<file path="src/rtl/quotient_rx_bcd.sv">
// Serial quotient receiver: MSB-first frame deshifted straight into BCD
// digits via shift-add-3, reported as excess-coded digits with length check.
module quotient_rx_bcd #(
    parameter int BITS   = 10,
    parameter int DIGITS = 4,
    parameter int EXCESS = 3
) (
    input  logic                  clk,
    input  logic                  rst_n,
    input  logic                  in_valid,
    input  logic                  in_data,
    output logic                  out_valid,
    output logic [4*DIGITS-1:0]   out_data,
    output logic                  out_div0,
    output logic                  out_err
);

    localparam int DW = 4 * DIGITS;
    localparam int CW = $clog2(BITS + 2);
    localparam logic [CW-1:0] CNT_ONE  = CW'(1);
    localparam logic [CW-1:0] CNT_FULL = CW'(BITS);
    localparam logic [CW-1:0] CNT_SAT  = CW'(BITS + 1);
    localparam logic [3:0]    EXC      = 4'(EXCESS);

    typedef enum logic {
        IDLE,
        SHIFT
    } state_t;

    state_t          state_q, state_d;
    logic [CW-1:0]   cnt_q, cnt_d;
    logic [DW-1:0]   bcd_q, bcd_d;
    logic [BITS-1:0] bin_q, bin_d;

    logic            out_valid_q, out_valid_d;
    logic [DW-1:0]   out_data_q, out_data_d;
    logic            out_div0_q, out_div0_d;
    logic            out_err_q, out_err_d;

    logic [DW-1:0]   bcd_adj;
    logic [DW-1:0]   bcd_exc;

    function automatic logic [3:0] add3(input logic [3:0] d);
        return (d >= 4'd5) ? d + 4'd3 : d;
    endfunction

    // Per-digit pre-shift correction and the excess-coded output view.
    always_comb begin
        bcd_adj = '0;
        bcd_exc = '0;
        for (int i = 0; i < DIGITS; i++) begin
            bcd_adj[4*i +: 4] = add3(bcd_q[4*i +: 4]);
            bcd_exc[4*i +: 4] = bcd_q[4*i +: 4] + EXC;
        end
    end

    always_comb begin
        state_d     = state_q;
        cnt_d       = cnt_q;
        bcd_d       = bcd_q;
        bin_d       = bin_q;
        out_valid_d = 1'b0;
        out_data_d  = '0;
        out_div0_d  = 1'b0;
        out_err_d   = 1'b0;
        unique case (state_q)
            IDLE: begin
                if (in_valid) begin
                    bcd_d   = {{(DW-1){1'b0}}, in_data};
                    bin_d   = {{(BITS-1){1'b0}}, in_data};
                    cnt_d   = CNT_ONE;
                    state_d = SHIFT;
                end
            end
            SHIFT: begin
                if (in_valid) begin
                    bcd_d = {bcd_adj[DW-2:0], in_data};
                    bin_d = {bin_q[BITS-2:0], in_data};
                    if (cnt_q != CNT_SAT) begin
                        cnt_d = cnt_q + CNT_ONE;
                    end
                end else begin
                    if (cnt_q == CNT_FULL) begin
                        out_valid_d = 1'b1;
                        out_data_d  = bcd_exc;
                        out_div0_d  = &bin_q;
                    end else begin
                        out_err_d   = 1'b1;
                    end
                    state_d = IDLE;
                end
            end
        endcase
    end

    always_ff @(posedge clk or negedge rst_n) begin
        if (!rst_n) begin
            state_q     <= IDLE;
            cnt_q       <= '0;
            bcd_q       <= '0;
            bin_q       <= '0;
            out_valid_q <= 1'b0;
            out_data_q  <= '0;
            out_div0_q  <= 1'b0;
            out_err_q   <= 1'b0;
        end else begin
            state_q     <= state_d;
            cnt_q       <= cnt_d;
            bcd_q       <= bcd_d;
            bin_q       <= bin_d;
            out_valid_q <= out_valid_d;
            out_data_q  <= out_data_d;
            out_div0_q  <= out_div0_d;
            out_err_q   <= out_err_d;
        end
    end

    assign out_valid = out_valid_q;
    assign out_data  = out_data_q;
    assign out_div0  = out_div0_q;
    assign out_err   = out_err_q;

endmodule

</file>
<file path="config.mk">
export PLATFORM = sky130hd
export DESIGN_NAME = quotient_rx_bcd
export DESIGN_NICKNAME = d
export VERILOG_FILES = /design/src/rtl/quotient_rx_bcd.sv
export SDC_FILE = /design/constraint.sdc
export NUM_CORES = 1
export LEC_CHECK = 0
export CAP_MARGIN = 40
export CORE_ASPECT_RATIO = 0.5
export CORE_MARGIN = 2
export CORE_UTILIZATION = 44
export CTS_BUF_LIST = sky130_fd_sc_hd__clkbuf_16
export DETAILED_ROUTE_END_ITERATION = 8
export SYNTH_ARGS = -nofsm -noshare
export SYNTH_HDL_FRONTEND = slang
export SYNTH_SLANG_ARGS = --single-unit
export TNS_END_PERCENT = 20
</file>
<file path="constraint.sdc">
create_clock -name clk -period 4.46 [get_ports clk]
set_clock_uncertainty 0.15 [all_clocks]
set_input_delay 0.669 -clock clk [delete_from_list [all_inputs] [get_ports clk]]
set_output_delay 0.669 -clock clk [all_outputs]
set_load 0.05 [all_outputs]
</file>
==> results.txt, run 1 <==
Data arrival time of the worst path - 2.58 ns
Least setup slack across all paths after layout - 1.930 ns
Proportion of layout cells with a drive suffix above 1 - 8.547%
Number of violations of the max-capacitance limit - 0
Buffer depth of the longest clock path - 2
Outcome - finished, final reports clean
CP startpoint kind - input port
Initial DRC Count - 65
Highest ir drop seen on vdd - 0.1828 mV
Post-synthesis register bit count - 49
Core Footprint - 0.004955 mm²
Final std cells w/o fill - 304
Layout-stage area growth over the synthesis result - 19.98%
Area taken by multi-input logic gates - 895.9 µm²
Wire length after detailed routing - 4319 µm
Static Leak - 1.190 nW
Setup Buffers After CTS - 0
Count of standard-cell rows - 18
Via Count - 1610
Switching share of total power - 23.95%
TNS Setup - 0 ns
Cell count after synthesis - 212
Detailed-route vias per instance - 5.296
CTS Buf Count - 5
Filler Cell Count - 430
Fraction of power consumed by the clock network - 44.7%
Share of synthesized area occupied by flip-flops and latches - 53.94%
Clock latency reported for the late side of the worst-skew pair - 0.29 ns
Area of the die - 0.005793 mm²
Avg WL per Cell - 14.21 µm
Most frequent cell after synthesis - dfrtp_1
Fraction of the cycle the final worst path needs - 56.72%
Clock tree root driver cell - clkbuf_16
Post-layout net count - 247
Tot GR Track Use - 16.65%
DRC errors left - 0
Cell area after synthesis - 0.002273 mm²
Unrepaired setup endpoints after global routing - false
Fraction of registers with async set/reset - 100.0%
Post-place setup slack - 1.634 ns
Mean instance size in the synthesized netlist - 10.72 µm²
Die span in x - 105.7 µm
Endpoints failing setup - 0
Post-layout power - 0.001097 W
Commonest cells post-synth - dfrtp_1 (49), inv_1 (24), nand3_1 (13), nor2_1 (13), ha_1 (10)
Worst setup path category - in -> reg
Switching pwr - 0.0002628 W
CTS Hold Buffers Added - 0
Clock period minus worst slack - 2.530 ns
Area of all placed cells without fillers - 0.002728 mm²
Count of input and output buffers - 22
Sequential fraction of design power - 45.2%
H-Tree Depth - 2
Critical path peak fanout - 21
Number of detailed-routing iterations run before antenna repair - 4
Distinct cell type count of the synthesized netlist - 40
Timing-limited maximum frequency - 395.3 MHz
Remaining global-route overflow - 0
Worst setup EP type - flop
RD Place Congestion - 0.7842
PwrDens - 402.3 mW/mm²
Data required time of the worst path - 4.51 ns
Portion of synthesized cell area occupied by the leading cell type - 53.94%
Top flip-flop cell by instance count after synthesis - dfrtp_1
Number of I/O pins - 23
Placed instance area - 0.002534 mm²
Largest net degree at the start of global routing - 50
Post-synth net total - 226
Vias in the first global route - 1553
Combinational share of power - 10.1%
Cell Int Power - 0.0008345 W
Total number of clock tree sinks - 49
Remaining antenna violation count after routing - 0
Chip Height - 54.83 µm
Transition time at the pin with the least slew margin - 0.7757 ns
Initial core utilization - 45.88%
Worst min path class - in -> async
Number of flops mapped to enable cells by yosys - 0
Slew headroom - 48.12%
Reg area - 0.001226 mm²
Leading area contributor after synthesis - dfrtp_1
Warnings from Yosys - 0
Cell types occupying the most area after synthesis - dfrtp_1 (54%), ha_1 (5.5%), inv_1 (4.0%)
Post-CTS sizing - 0
Final HPWL DP - 2870 µm
Cell count after placement - 296
Final Hold Violating Endpoints - 0
TritonCTS clock tree - done
Antenna cells - 0
Max-slew violation count - 0
Wire length of the first global-routing pass - 7362 µm
Initial antenna violation count - 0
Clock transition time at the flip-flop clock pins of the worst setup and hold paths - 0.07 ns
[cell usage in the layout, fill, tap and decap left out, types with 4 or more instances in the layout]
cell / n
nand2_1: 7
inv_1: 24
clkdlybuf4s50_1: 21
a2111o_1: 5
o2bb2ai_1: 4
nor2_1: 13
ha_1: 10
or2_2: 5
nor2b_1: 4
clkbuf_16: 5
o221ai_1: 7
nand3_1: 13
xnor2_1: 4
nand2b_1: 5
o22ai_1: 6
o21ai_0: 8
dfrtp_1: 49
a21oi_1: 9
[layer usage]
metal  vias up  track usage, %  part of all wire [%]
li1        787               -                     -
met1       773           22.47                    49
met2        45           26.67                    45
met3         5           5.000                   5.5
met4         0           4.605                  0.58
met5         -               0                     0
[cell families (layout without fill, tap and decap cells)]
group                    Yosys count  count (layout)  share of synthesized area [%]
AO/OA/AOI/OAI                     55              55                          17.89
XOR/XNOR                           5               5                          1.926
adder cells (fa/ha/maj)           10              10                          5.504
buffers and inverters             35              57                          6.659
flip-flops                        49              49                          53.94
multiplexers                       1               1                         0.4403
AND/OR/NAND/NOR                   57              57                          13.65
[layout make-up]
class,count,share of cell area [%]
Clock buffer,5,4.587
Clock inverter,3,2.523
Inverter,25,3.440
Multi-Input combinational cell,128,32.84
Sequential cell,49,44.95
Tap cell,70,3.211
Timing Repair Buffer,24,8.440
[through the flow]
step	hold WS (ns)	util [%]
floorplan	0.2234	-
detailed placement	0.3277	51.14
CTS	0.3390	55.05
global placement	0.3216	51.14
global route	0.3590	55.05
finish	0.3179	55.05
[worst paths after layout]
| path | endpoint | cells past startpoint | from | slack (ns) |
|---|---|---|---|---|
| hold reg to reg | out_data[8]$_DFF_PN0_ | 1 | bcd_q[8]$_DFFE_PN0P_ | 0.34 |
| hold / removal | bin_q[3]$_DFFE_PN0P_ | 2 | rst_n | 0.32 |
| setup / recovery | out_div0$_DFF_PN0_ | 4 | in_valid | 1.93 |
| max in group asynchronous | out_data[14]$_DFF_PN0_ | 2 | rst_n | 3.42 |
| setup reg to reg | bcd_q[5]$_DFFE_PN0P_ | 3 | state_q$_DFF_PN0_ | 2.48 |
| min in group clk | out_data[8]$_DFF_PN0_ | 1 | bcd_q[8]$_DFFE_PN0P_ | 0.34 |
[worst max-delay path, cell delays in order]
cell	delay [ns]
clkdlybuf4s50_1	0.81
inv_2	0.47
nand3_4	0.28
nor4_2	0.35
[flip-flops by register name, indices dropped and copies added (netlist names)]
name,cells
bcd_q,16
out_data,16
bin_q,9
cnt_q,4
out_div0,1
out_err,1
out_valid,1
state_q,1
[power groups by stage]
stage	clock network (W)	registers (W)	logic, W
floorplan	0	0.000496	0.0000830
global placement	0	0.000502	0.000109
detailed placement	0	0.000503	0.000112
CTS	0.000500	0.000495	0.000112
global route	0.000520	0.000499	0.000128
finish	0.000490	0.000496	0.000111
(Power assumes the default switching activity.)
==> run 2, diff against run 1 <==
Settings changed: PLACE_DENSITY set to 0.67.
Clock period 4.46 ns to 2.25 ns, I/O delays scaled along.
==> run 2 against run 1 <==
Compared with the run above:
- via count grew 1.1%
- design area shrank 0.50%
- combinational power grew 110%
- sequential share of layout area grew 0.23 points
- critical endpoint is now out_data[1]
- hold slack gained 0.013 ns
- die area is the same
==> results.txt, run 2 (synthesized netlist as in run 1, its figures left out) <==
Proportion of layout cells with a drive suffix above 1 - 9.205%
Startpoint of the most critical setup path - out_data[1]$_DFF_PN0_
Max-slew violation count - 0
Total number of clock tree sinks - 49
Setup Buffers After CTS - 0
Worst stage delay on the critical path - 0.80 ns
Core Footprint - 0.004955 mm²
Number of violations of the max-capacitance limit - 0
Remaining antenna violation count after routing - 0
Remaining global-route overflow - 0
Tot GR Track Use - 16.65%
Clock period minus worst slack - 1.909 ns
Count of standard-cell rows - 18
Worst-path cell chain - clkdlybuf4s50_1
Die span in x - 105.7 µm
Worst setup path category - reg -> out
Wire length after detailed routing - 4267 µm
Slew headroom - 66.14%
Number of I/O pins - 23
Met1 usage in global routing - 21.92%
Clock tree root driver cell - clkbuf_16
DRC errors left - 0
Leading cell type in the layout, fill and taps excluded - dfrtp_1
Antenna cells - 0
CTS Buf Count - 5
Highest ir drop seen on vdd - 0.3164 mV
Unrepaired setup endpoints after global routing - false
Clock transition time at the flip-flop clock pins of the worst setup and hold paths - 0.06 ns
Outcome - finished, final reports clean
Post-layout net count - 252
CP startpoint kind - flop
Detailed-route vias per instance - 5.269
Final HPWL DP - 2979 µm
Data required time of the worst path - 1.76 ns
Commonest cells after routing, fill and taps aside - dfrtp_1 (49), inv_1 (26), clkdlybuf4s50_1 (21), nor2_1 (13), nand3_1 (13)
TritonCTS clock tree - done
PwrDens - 703.0 mW/mm²
Timing-limited maximum frequency - 523.7 MHz
Clock latency reported for the late side of the worst-skew pair - 0.28 ns
Critical path's top delay family - buffers and inverters
Chip Height - 54.83 µm
Cell count of the worst reg-to-reg path - 5
Count of input and output buffers - 22
Area of all placed cells without fillers - 0.002714 mm²
H-Tree Depth - 2
Number of detailed-routing iterations run before antenna repair - 4
Worst hold slack - 0.3306 ns
Layer with the highest usage after global routing - met2
Post-CTS sizing - 0
Register-to-register setup slack - 0.53 ns
Met3 track demand over resource in global routing - 4.524%
Avg WL per Cell - 13.81 µm
Transition time at the pin with the least slew margin - 0.5064 ns
Worst setup EP type - output port
TNS Setup - 0 ns
Data arrival time of the worst path - 1.42 ns
Layout-stage area growth over the synthesis result - 19.37%
Fraction of the cycle the final worst path needs - 84.87%
Global Route met2 Usage - 27.31%
End point of the critical path - out_data[1]
Endpoints failing setup - 0
Worst min path class - in -> async
Final Hold Violating Endpoints - 0
Wire length of the first global-routing pass - 7251 µm
Largest net degree at the start of global routing - 21
Via Count - 1628
RD Place Congestion - 0.7798
Static Leak - 1.192 nW
Slowest cell on the critical path - clkdlybuf4s50_1
Share of the core filled with cells - 54.77%
Critical path peak fanout - 1
CTS Hold Buffers Added - 1
Crit path buffers/inverters - 1
Placed instance area - 0.002564 mm²
Initial antenna violation count - 0
FF-to-FF End - bcd_q[2]$_DFFE_PN0P_
Vias in the first global route - 1577
Worst r2r src - bcd_q[0]$_DFFE_PN0P_
Buffer depth of the longest clock path - 2
Initial core utilization - 45.88%
Area of the die - 0.005793 mm²
Total stage count of the critical path - 1
Initial DRC Count - 104
-- run 2: changes by cell type in the layout (fill, tap and decap cells not counted), sizes merged --
cell | before | now
buf | 3 | 7
clkinvlp | 0 | 1
bufinv | 2 | 0
dlygate4sd3 | 0 | 1
inv | 26 | 27
-- run 2: how the worst min path moves through the flow --
stage / slack [ns] / from / end
6_report: 0.33 / rst_n / state_q$_DFF_PN0_
5_1_grt: 0.37 / bcd_q[4]$_DFFE_PN0P_ / out_data[4]$_DFF_PN0_
4_1_cts: 0.34 / rst_n / out_data[1]$_DFF_PN0_
3_5_place_dp: 0.10 / rst_n / cnt_q[1]$_DFFE_PN0P_
3_3_place_gp: 0.09 / rst_n / cnt_q[1]$_DFFE_PN0P_
2_1_floorplan: -0.11 / rst_n / bcd_q[0]$_DFFE_PN0P_
-- run 2: area by class of cell --
class / instances / area (µm²)
Sequential cell: 49 / 1226
Clock buffer: 5 / 125.1
Clock inverter: 3 / 15.01
Inverter: 25 / 93.84
Fill cell: 456 / 2241
Timing Repair Buffer: 29 / 270.3
Tap cell: 70 / 87.58
Multi-Input combinational cell: 128 / 895.9
-- run 2: where the power goes --
| part | internal, W | switching, W |
|---|---|---|
| logic | 0.0000937 | 0.000136 |
| registers | 0.000926 | 0.0000516 |
| clock network | 0.000404 | 0.000298 |
| total | 0.00142 | 0.000485 |
-- run 2: per-layer routing --
metal,routed length [µm],part of all wire [%],vias to the layer above
li1,-,-,803
met1,2090,49,793
met2,1979,46,30
met3,169,4.0,2
met4,27,0.63,0
met5,0,0,-
-- run 2: stage by stage --
stage                     std cells  power (W)  setup WS, ns
after floorplan                 212   0.001148        0.7363
after global placement          300   0.001213        0.3979
after detailed placement        300   0.001222        0.3616
after CTS                       309   0.001932        0.3292
after global routing            309   0.002007        0.2911
final                           309   0.001908        0.3405
==> run 3, diff against run 2 <==
Settings changed: PLACE_DENSITY 0.67 to unset.
Clock period 2.25 ns to 1.8 ns, I/O delays scaled along.
==> run 3 against run 2 <==
Compared with the run above:
- register-to-register slack lost 0.41 ns
- clock power rose by 47%
- utilization grew 0.91 points
- largest cell class unchanged
- highest routed layer unchanged
==> results.txt, run 3 (synthesized netlist as in run 1, its figures left out) <==
Detailed-route vias per instance - 5.181
Clock period minus worst slack - 1.679 ns
Post-place setup slack - 0.05363 ns
Slew headroom - 81.13%
Total number of clock tree sinks - 49
Proportion of layout cells with a drive suffix above 1 - 19.18%
Wire length after detailed routing - 4313 µm
DR top layer - met4
CTS Buf Count - 5
Data arrival time of the worst path - 1.73 ns
Placed instance area - 0.002586 mm²
CTS Hold Buffers Added - 1
Worst setup path category - reg -> reg
RD Place Congestion - 0.7879
Unrepaired setup endpoints after global routing - false
Register-to-register setup slack - 0.12 ns
Clock tree root driver cell - clkbuf_16
Commonest cells after routing, fill and taps aside - dfrtp_1 (49), buf_4 (29), inv_1 (25), nor2_1 (13), nand3_1 (13)
Max-slew violation count - 0
Share of the core filled with cells - 55.68%
Chip Height - 54.83 µm
TNS Setup - 0 ns
Core Footprint - 0.004955 mm²
Worst hold slack - 0.3394 ns
Worst setup EP type - flop
FF-to-FF End - bcd_q[2]$_DFFE_PN0P_
Largest net degree at the start of global routing - 50
TritonCTS clock tree - done
PwrDens - 924.8 mW/mm²
Die span in x - 105.7 µm
Buffer depth of the longest clock path - 2
DRC errors left - 0
Fraction of the cycle the final worst path needs - 93.26%
Number of violations of the max-capacitance limit - 0
Remaining global-route overflow - 0
Vias in the first global route - 1505
Cell count of the worst reg-to-reg path - 5
Clock latency reported for the late side of the worst-skew pair - 0.28 ns
Worst min path class - in -> async
Antenna cells - 0
Routed length on met3 - 195 µm
Tot GR Track Use - 16.82%
Outcome - finished, final reports clean
Least setup slack across all paths after layout - 0.1214 ns
Highest ir drop seen on vdd - 0.4472 mV
Clock transition time at the flip-flop clock pins of the worst setup and hold paths - 0.06 ns
Met1 WL - 2247 µm
Initial antenna violation count - 0
Number of detailed-routing iterations run before antenna repair - 4
Initial DRC Count - 52
CP startpoint kind - flop
Critical path peak fanout - 6
Area of the die - 0.005793 mm²
Initial core utilization - 45.88%
Worst r2r src - bcd_q[0]$_DFFE_PN0P_
Remaining antenna violation count after routing - 0
Static Leak - 1.277 nW
Area of all placed cells without fillers - 0.002759 mm²
Endpoints failing setup - 0
Data required time of the worst path - 1.85 ns
Final HPWL DP - 3033 µm
Wire length on met2 - 1805 µm
Count of input and output buffers - 22
Via Count - 1632
Number of I/O pins - 23
Wire length of the first global-routing pass - 7327 µm
Timing-limited maximum frequency - 595.7 MHz
Setup Buffers After CTS - 0
Layout-stage area growth over the synthesis result - 21.35%
H-Tree Depth - 2
Transition time at the pin with the least slew margin - 0.2821 ns
Avg WL per Cell - 13.69 µm
Final Hold Violating Endpoints - 0
Post-layout net count - 258
Leading cell type in the layout, fill and taps excluded - dfrtp_1
Post-CTS sizing - 0
Count of standard-cell rows - 18
-- run 3: changes by cell type in the layout (fill, tap and decap cells not counted), sizes merged --
| cell | change |
|---|---|
| bufinv | +1 |
| clkdlybuf4s50 | -19 |
| inv | -1 |
| clkinvlp | -1 |
| clkinv | +1 |
| buf | +25 |
-- run 3: layout make-up --
class / instances / area (µm²)
tap: 70 / 87.58
clock inverter: 3 / 37.54
sequential: 49 / 1226
timing repair buffer: 35 / 292.8
multi-input combinational: 128 / 895.9
inverter: 25 / 93.84
clock buffer: 5 / 125.1
fill: 433 / 2196
-- run 3: worst max path at each step --
stage / startpoint / to / slack [ns] / cells after the start
2_1_floorplan: bcd_q[0]$_DFFE_PN0P_ / bcd_q[2]$_DFFE_PN0P_ / 0.29 / 5
3_3_place_gp: in_valid / bcd_q[5]$_DFFE_PN0P_ / 0.09 / 4
3_5_place_dp: in_valid / bcd_q[9]$_DFFE_PN0P_ / 0.05 / 4
4_1_cts: bcd_q[0]$_DFFE_PN0P_ / bcd_q[2]$_DFFE_PN0P_ / 0.12 / 5
5_1_grt: bcd_q[0]$_DFFE_PN0P_ / bcd_q[4]$_DFFE_PN0P_ / 0.005 / 5
6_report: bcd_q[0]$_DFFE_PN0P_ / bcd_q[2]$_DFFE_PN0P_ / 0.12 / 5
-- run 3: routing by layer --
| metal | GRT usage (%) | vias to the layer above |
|---|---|---|
| li1 | - | 818 |
| met1 | 24.13 | 766 |
| met2 | 24.62 | 44 |
| met3 | 4.286 | 4 |
| met4 | 6.579 | 0 |
| met5 | 0 | - |
-- run 3: per-stage QoR --
step                      instances  power [W]
final                           315   0.002551
after CTS                       315   0.002581
after floorplan                 212   0.001435
after global placement          306   0.001530
after detailed placement        306   0.001539
after global routing            315   0.002679
-- run 3: where the power goes --
| part | internal, W | leakage (nW) | switching [W] | total (W) |
|---|---|---|---|---|
| registers | 0.00116 | 0.670 | 0.0000660 | 0.00122 |
| clock network | 0.000646 | 0.0826 | 0.000387 | 0.00103 |
| logic | 0.000128 | 0.524 | 0.000168 | 0.000296 |
| total | 0.00193 | 1.28 | 0.000621 | 0.00255 |
-- run 3: worst max-delay path: stages, from the launching register on --
cell,delay (ns)
dfrtp_1,0.44
inv_1,0.16
ha_1,0.24
nand2b_1,0.11
a2111o_1,0.41
o221ai_1,0.07
